`config.mk`:
```
export PLATFORM = sky130hd
export DESIGN_NAME = key_debounce_capture_flat
export DESIGN_NICKNAME = d
export VERILOG_FILES = /design/src/rtl/key_debounce_capture_if.sv /design/src/rtl/key_debounce_capture.sv /design/src/flat_wrapper.sv
export SDC_FILE = /design/constraint.sdc
export NUM_CORES = 1
export LEC_CHECK = 0
export ABC_AREA = 0
export BUFFER_PORTS_ARGS = -buffer_cell sky130_fd_sc_hd__clkbuf_2
export CAP_MARGIN = 0
export CORE_UTILIZATION = 30
export CTS_CLUSTER_SIZE = 30
export DETAILED_ROUTE_END_ITERATION = 10
export PLACE_DENSITY_LB_ADDON = 0.15
export SLEW_MARGIN = 20
export SYNTH_ARGS = -nofsm -noshare
export SYNTH_HDL_FRONTEND = slang
export SYNTH_HIERARCHICAL = 1
export SYNTH_SLANG_ARGS = --single-unit
```
`constraint.sdc`:
```
create_clock -name clk_clk -period 2.05 [get_ports clk_clk]
set_input_delay 0.1025 -clock clk_clk [delete_from_list [all_inputs] [get_ports clk_clk]]
set_output_delay 0.1025 -clock clk_clk [all_outputs]
set_load 0.05 [all_outputs]
```
`src/rtl/key_debounce_capture_if.sv`:
```
// Host-side register/status bundle for key_debounce_capture: debounced key state,
// edge pulses, sticky capture register and interrupt mask/line.
interface key_debounce_capture_if #(
    parameter int NUM_CH = 4
);
    logic [NUM_CH-1:0] key_level;
    logic [NUM_CH-1:0] key_press;
    logic [NUM_CH-1:0] key_release;
    logic [NUM_CH-1:0] capture;
    logic              capture_clr_wr;
    logic [NUM_CH-1:0] capture_clr_data;
    logic              irq_mask_wr;
    logic [NUM_CH-1:0] irq_mask_data;
    logic [NUM_CH-1:0] irq_mask;
    logic              irq;

    modport slave (
        input  capture_clr_wr, capture_clr_data, irq_mask_wr, irq_mask_data,
        output key_level, key_press, key_release, capture, irq_mask, irq
    );

    modport master (
        output capture_clr_wr, capture_clr_data, irq_mask_wr, irq_mask_data,
        input  key_level, key_press, key_release, capture, irq_mask, irq
    );
endinterface

```
`src/rtl/key_debounce_capture.sv`:
```
// Debounce + edge capture for a bank of push-buttons with a maskable level interrupt.
// Optional macro RELEASE_EDGE_EN: enables key_release pulses and capture on release.
module key_debounce_lane #(
    parameter int DEBOUNCE_CYCLES = 250000,
    parameter int ACTIVE_LOW      = 1,
    parameter bit REL_EN          = 1'b0
) (
    input  logic clk_i,
    input  logic rst_ni,
    input  logic pin_i,
    output logic level_o,
    output logic rise_o,
    output logic fall_o
);
    localparam int   CNT_W = $clog2(DEBOUNCE_CYCLES);
    localparam logic INACT = (ACTIVE_LOW != 0) ? 1'b1 : 1'b0;

    logic [1:0]       sync_q;
    logic [CNT_W-1:0] cnt_q, cnt_d;
    logic             level_q, level_d;
    logic             rise_q, rise_d;
    logic             fall_q, fall_d;
    logic             synced;

    assign synced = (ACTIVE_LOW != 0) ? ~sync_q[1] : sync_q[1];

    // Any sample matching the accepted level wipes the count: no partial credit.
    always_comb begin
        cnt_d   = cnt_q;
        level_d = level_q;
        rise_d  = 1'b0;
        fall_d  = 1'b0;
        if (synced == level_q) begin
            cnt_d = '0;
        end else if (cnt_q == CNT_W'(DEBOUNCE_CYCLES - 1)) begin
            level_d = synced;
            cnt_d   = '0;
            rise_d  = synced;
            fall_d  = ~synced & REL_EN;
        end else begin
            cnt_d = cnt_q + 1'b1;
        end
    end

    always_ff @(posedge clk_i or negedge rst_ni) begin
        if (!rst_ni) begin
            sync_q  <= {2{INACT}};
            cnt_q   <= '0;
            level_q <= 1'b0;
            rise_q  <= 1'b0;
            fall_q  <= 1'b0;
        end else begin
            sync_q  <= {sync_q[0], pin_i};
            cnt_q   <= cnt_d;
            level_q <= level_d;
            rise_q  <= rise_d;
            fall_q  <= fall_d;
        end
    end

    assign level_o = level_q;
    assign rise_o  = rise_q;
    assign fall_o  = fall_q;
endmodule

module key_debounce_capture #(
    parameter int NUM_CH          = 4,
    parameter int DEBOUNCE_CYCLES = 250000,
    parameter int ACTIVE_LOW      = 1
) (
    input  logic                 clk_clk,
    input  logic                 reset_reset_n,
    input  logic [NUM_CH-1:0]    key_in,
    key_debounce_capture_if.slave bus
);
`ifdef RELEASE_EDGE_EN
    localparam bit REL_EN = 1'b1;
`else
    localparam bit REL_EN = 1'b0;
`endif

    logic [NUM_CH-1:0] level, press, release_p;
    logic [NUM_CH-1:0] capture_q, capture_d;
    logic [NUM_CH-1:0] irq_mask_q, irq_mask_d;
    logic              irq_q, irq_d;

    for (genvar g = 0; g < NUM_CH; g++) begin : g_lane
        key_debounce_lane #(
            .DEBOUNCE_CYCLES(DEBOUNCE_CYCLES),
            .ACTIVE_LOW     (ACTIVE_LOW),
            .REL_EN         (REL_EN)
        ) u_lane (
            .clk_i  (clk_clk),
            .rst_ni (reset_reset_n),
            .pin_i  (key_in[g]),
            .level_o(level[g]),
            .rise_o (press[g]),
            .fall_o (release_p[g])
        );
    end

    // Set is OR-ed after the clear so a coincident event is never lost.
    always_comb begin
        capture_d  = capture_q;
        irq_mask_d = irq_mask_q;
        if (bus.capture_clr_wr) capture_d = capture_d & ~bus.capture_clr_data;
        capture_d = capture_d | press | release_p;
        if (bus.irq_mask_wr) irq_mask_d = bus.irq_mask_data;
        irq_d = |(capture_q & irq_mask_q);
    end

    always_ff @(posedge clk_clk or negedge reset_reset_n) begin
        if (!reset_reset_n) begin
            capture_q  <= '0;
            irq_mask_q <= '0;
            irq_q      <= 1'b0;
        end else begin
            capture_q  <= capture_d;
            irq_mask_q <= irq_mask_d;
            irq_q      <= irq_d;
        end
    end

    assign bus.key_level   = level;
    assign bus.key_press   = press;
    assign bus.key_release = release_p;
    assign bus.capture     = capture_q;
    assign bus.irq_mask    = irq_mask_q;
    assign bus.irq         = irq_q;
endmodule

```
`src/flat_wrapper.sv`:
```
// flat-port wrapper written by rule: the top's interface ports become plain ports
module key_debounce_capture_flat 
#(
    parameter int NUM_CH          = 4,
    parameter int DEBOUNCE_CYCLES = 250000,
    parameter int ACTIVE_LOW      = 1
)
  (clk_clk, reset_reset_n, key_in, bus_capture_clr_wr, bus_capture_clr_data, bus_irq_mask_wr, bus_irq_mask_data, bus_key_level, bus_key_press, bus_key_release, bus_capture, bus_irq_mask, bus_irq);
  key_debounce_capture_if #(.NUM_CH(NUM_CH)) bus_i ();
  input  logic clk_clk;
  input  logic reset_reset_n;
  input  logic [NUM_CH-1:0] key_in;
  input wire logic [$bits(bus_i.capture_clr_wr)-1:0] bus_capture_clr_wr;
  input wire logic [$bits(bus_i.capture_clr_data)-1:0] bus_capture_clr_data;
  input wire logic [$bits(bus_i.irq_mask_wr)-1:0] bus_irq_mask_wr;
  input wire logic [$bits(bus_i.irq_mask_data)-1:0] bus_irq_mask_data;
  output wire logic [$bits(bus_i.key_level)-1:0] bus_key_level;
  output wire logic [$bits(bus_i.key_press)-1:0] bus_key_press;
  output wire logic [$bits(bus_i.key_release)-1:0] bus_key_release;
  output wire logic [$bits(bus_i.capture)-1:0] bus_capture;
  output wire logic [$bits(bus_i.irq_mask)-1:0] bus_irq_mask;
  output wire logic [$bits(bus_i.irq)-1:0] bus_irq;
  assign bus_i.capture_clr_wr = bus_capture_clr_wr;
  assign bus_i.capture_clr_data = bus_capture_clr_data;
  assign bus_i.irq_mask_wr = bus_irq_mask_wr;
  assign bus_i.irq_mask_data = bus_irq_mask_data;
  assign bus_key_level = bus_i.key_level;
  assign bus_key_press = bus_i.key_press;
  assign bus_key_release = bus_i.key_release;
  assign bus_capture = bus_i.capture;
  assign bus_irq_mask = bus_i.irq_mask;
  assign bus_irq = bus_i.irq;
  key_debounce_capture #(.NUM_CH(NUM_CH), .DEBOUNCE_CYCLES(DEBOUNCE_CYCLES), .ACTIVE_LOW(ACTIVE_LOW)) u_core (.clk_clk(clk_clk), .reset_reset_n(reset_reset_n), .key_in(key_in), .bus(bus_i));
endmodule
```
# Yosys cells after proc, flatten, opt, wreduce, memory -nomap -nowiden
# Cells that the tools add are included.
# op_classes
addsub,4
n_reduce_logical,5
n_mux,17
bitwise_logic,12
eq_ne,8
# ops
cell,n
two-way mux 18 bit,8
"adder 18 x 1 -> 18 bit, second input constant",4
"== test 18 bit, second input constant",4
bitwise AND 4 bit,2
two-way mux 1 bit,8
NOT 1 bit,8
AND reduction 2 bit,4
== test 1 bit,4
two-way mux 4 bit,1
NOT 4 bit,1
bitwise OR 4 bit,1
OR reduction 4 bit,1
# word_totals
out_inout_bits,21
reg_bits,97
wordCells,65
input_bits,16

# Logic depth before layout (Yosys ltp)
# logic_depth
depth_word,4
ltp_mapped,5
depth_no_buf,5

# Modules after synthesis
# Netlist, hierarchy kept.
# by_module_without_submodules
mod,area_per_inst_um2,instances,seq_area_each_um2,cells_per_inst
key_debounce_lane,1087.3,4,553.0,103
key_debounce_capture,339.1,1,225.2,24

# Worst setup path before layout
# OpenSTA, ideal clock, no wires.
# synth_path
path_type,register -> register
start,register u_core.g_lane[0].u_lane.cnt_q[0]
end,register u_core.g_lane[0].u_lane.cnt_q[16]
t_arrival_ns,1.668
stages_incl_launch_ff,6
path_slack_ns,0.264
required_ns,1.931
path_buffers,1
setup_ns,0.119
period_less_slack_ns,1.786
cell_sequence,dfrtp_1 ha_1 nand4_1 o41ai_4 buf_6 nor2_1
# synth_via
elab_chain_cells,3
elab_cells_between_ends,4
classes_between,add/sub: 1; eq/ne: 1; mux: 2
# synth_rtl
item,line,text
"start, declared",key_debounce_capture.sv:19,"logic [CNT_W-1:0] cnt_q, cnt_d;"
"start signal, assigned",key_debounce_capture.sv:54,cnt_q <= cnt_d;
adder 18 x 1 -> 18 bit / == test 18 bit (equally long branches),"key_debounce_capture.sv:41, key_debounce_capture.sv:35",
two-way mux 18 bit *,key_debounce_capture.sv:35,end else if (cnt_q == CNT_W'(DEBOUNCE_CYCLES - 1)) begin
two-way mux 18 bit *,key_debounce_capture.sv:33,if (synced == level_q) begin
via u_core.g_lane[0].u_lane.cnt_d[16],key_debounce_capture.sv:19,
# The timed path passes the listed nets; every way through them passes the cells marked *.
# A chain may end at the register's enable or synchronous reset.

# Final worst setup path
# layout_path
start,register u_core.g_lane[1].u_lane.cnt_q[10]
end,register u_core.g_lane[1].u_lane.cnt_q[1]
# layout_via
elab_chain_cells,3
# layout_rtl
item,line
"start, declared",key_debounce_capture.sv:19
"start signal, assigned",key_debounce_capture.sv:54
== test 18 bit,key_debounce_capture.sv:35
two-way mux 18 bit,key_debounce_capture.sv:35
two-way mux 18 bit,key_debounce_capture.sv:33
via u_core.g_lane[1].u_lane.cnt_d[1],key_debounce_capture.sv:19
# The timed path passes the listed nets, and every way through them passes these cells.

==> flow_summary.toml <==
[critical_path]
critPathLaunchType = "flop"
crit_required_ps = 2290
critPathMaxFanout = 4
critical_path.most_common_cell = "or4_4"
critPathBufInv = 0
crit_family = "simple AND/OR/NAND/NOR gates"
critPathKind = "flop to flop"
end_kind = "flop"
worst-r2r-setup-slack_ps = 250
slowest_delay_ps = 560
crit_chain = "or4_4, or4_4, and3_1"
arrival_ps = 2040
slowest_stage = "or4_4"

[final_layout]
seq_area_um2 = 2440
syn2layout_area_growth_pct = 17.5
nets = 514
drive_above_1_share = 0.210
fin_util = 0.362
final_cells = 687
n_antenna_cell = 0
multi_input_area_um2 = 2130
fillers = 1541

[floorplanning]
die-area_um2 = 16100
boundaryPins = 37
rows = 45
chipWidth_um = 127
start_util = 0.308
fp.coreArea_um2 = 15200
dieHeight_um = 127

[routing]
wirelength_mm = 9.84
drt_iter0_drc = 196
vias = 3319
drc = 0
wire_per_inst_um = 14.3
drt-vias-per-instance = 4.83
dr.pass1.iters = 4
ant_nets = 0

[global_routing]
antenna_found_initial = 0
first_global_vias = 3403
track_usage = 0.136
overflow = 0
grt_max_degree = 56
grt_first_pass_wirelength_mm = 17.1

[synth]
ys.flop_type = "dfrtp_1"
synth_nets = 456
synth_area_um2 = 4690
synth.top_cell.area_share = 0.475
syn_avg_cell_area_um2 = 10.8
syn_inst = 436
synth_cell_types = 33
synthArstFlopShare = 1.00
synth_top_area_cell = "dfrtp_1"
ys_ff_latch = 97
yosysSeqAreaShare = 0.520
ys_top_cells_by_area = "dfrtp_1 48%, xnor2_1 8.2%, nor2_1 5.4%"
yosysWarnings = 6
synth-edff-count = 0

[hold_path]
hp-class = "primary input to flop"

[clocking]
clockRootBuffer = "clkbuf_16"
cts_tree = "done"
cts_resized = 0
cts.clk_slew.worst_paths_ps = 70
clk_latency_ps = 350
numClockSinks = 97
cts_buffer_depth = 2
cts_inserted_buffers = 9
htree_num_levels = 3

[sta]
max_slew_margin = 0.656
setup_viol = 0
worst_pin_slew_ps = 516
final.setup.tns_ps = 0
setup_slack_ps = 255
rsz0062_at_grt = "no"
fin_skew_ps = 7.49
hold_violations = 0
max_freq_mhz = 557
finalCriticalPeriod_ps = 1800
post-route-period-util = 0.876
final_max_slew_viol_count = 0

[placement]
place.gp.congestion = 0.761
place_hpwl_mm = 6.87
dp_slack_ps = 258
port_buffers = 32
dp_cells = 662

[flow_run]
max_cap_violations = 0

[power]
p_per_area_nw_per_um2 = 700
fin_total_pwr_mw = 3.85
leakage_nw = 2.29
ir_drop_mv = 0.427

[status]
status = "completed"
path summary, 6_finish.rpt:
kind / cells past startpoint / endpoint / from
setup / recovery: 3 / u_core/g_lane[1].u_lane/cnt_q[1] / u_core/g_lane[1].u_lane/cnt_q[10]
hold / removal: 3 / u_core/bus.capture[1] / bus_capture_clr_data[1]
setup reg to reg: 3 / u_core/g_lane[1].u_lane/cnt_q[1] / u_core/g_lane[1].u_lane/cnt_q[10]
hold reg to reg: 0 / u_core/g_lane[0].u_lane/sync_q[1] / u_core/g_lane[0].u_lane/sync_q[0]
max in group asynchronous: 3 / u_core/g_lane[1].u_lane/sync_q[0] / reset_reset_n
min in group asynchronous: 2 / u_core/g_lane[0].u_lane/cnt_q[17] / reset_reset_n
cells in the final DEF, fill, tap and decap left out, types with 8 or more instances in the layout:
master	synthesis	final
nor2_1	68	68
inv_1	8	8
buf_4	4	18
dfrtp_1	89	89
nand3_1	24	24
dfstp_2	8	8
dlygate4sd3_1	0	9
clkbuf_2	0	31
xnor2_1	44	44
o21ai_0	8	8
nor3_1	12	12
nand2_1	29	29
or4_4	8	8
nor4_1	24	24
xor2_1	16	16
nand4_1	20	20
clkbuf_16	0	9
worst reg2reg max path: cells and delay by family, from the launching register on:
family,cells,cell delay [ps]
flip-flops,1,430
AND/OR/NAND/NOR,3,1260
layout make-up:
type                    instances  share of cell area
well taps                     188              0.0427
inverters                       8             0.00545
flip-flops and latches         97               0.443
repair buffers                 59              0.0727
multi-input cells             319               0.387
clock buffers                  11              0.0441
clock inverters                 5             0.00568
through the flow:
stage | area, um^2 | hold WS, ps
2_1_floorplan | 4690 | -193
3_5_place_dp | 5140 | -82.9
6_report | 5510 | 20.5
3_3_place_gp | 5140 | -80.4
5_1_grt | 5510 | 29.3
4_1_cts | 5510 | 4.42
registers in the layout (all words and copies together) (netlist names):
| signal | count |
|---|---|
| u_core/bus.irq_mask | 4 |
| u_core/g_lane.u_lane/sync_q | 8 |
| u_core/bus.irq | 1 |
| u_core/bus.capture | 4 |
| u_core/g_lane.u_lane/rise_o | 4 |
| u_core/g_lane.u_lane/cnt_q | 72 |
| u_core/g_lane.u_lane/level_o | 4 |
synthesized netlist by cell type, drive strengths merged (8+ instances only):
| cell | count |
|---|---|
| nand4 | 24 |
| and3 | 8 |
| buf | 8 |
| nand3 | 28 |
| nor2 | 68 |
| nand2 | 29 |
| or4 | 12 |
| dfstp | 8 |
| nor4 | 24 |
| xor2 | 16 |
| xnor2 | 44 |
| a21oi | 8 |
| dfrtp | 89 |
| o21ai | 8 |
| nor3 | 12 |
| inv | 8 |
layer usage:
| layer | GRT usage | up-vias | part of all wire |
|---|---|---|---|
| li1 | - | 1644 | - |
| met1 | 0.183 | 1617 | 0.49 |
| met2 | 0.213 | 45 | 0.45 |
| met3 | 0.0322 | 13 | 0.034 |
| met4 | 0.0525 | 0 | 0.017 |
| met5 | 0 | - | 0 |
what timing repair did:
item | in CTS | in global routing
hold buffers | 9 | 0
endpoints found under the hold margin | 97 | 0
setup buffers | 0 | 0
report_power, final:
part           internal, mW  total, mW  leakage [nW]  switching [mW]
Clock                 0.852       1.58         0.135           0.732
Sequential             1.96       2.01          1.29          0.0450
Combinational        0.0884      0.262         0.863           0.174
Total                  2.90       3.85          2.29           0.951
cells by family after synthesis:
| logic type | count (synthesis) | synth area share |
|---|---|---|
| AO/OA/AOI/OAI | 26 | 0.0544 |
| XOR/XNOR | 60 | 0.112 |
| adder cells (fa/ha/maj) | 4 | 0.0107 |
| buffers and inverters | 20 | 0.0256 |
| flip-flops | 97 | 0.520 |
| multiplexers | 8 | 0.0181 |
| other | 4 | 0.00320 |
| AND/OR/NAND/NOR | 217 | 0.256 |
Note: power is estimated with default switching activity, not from simulation.
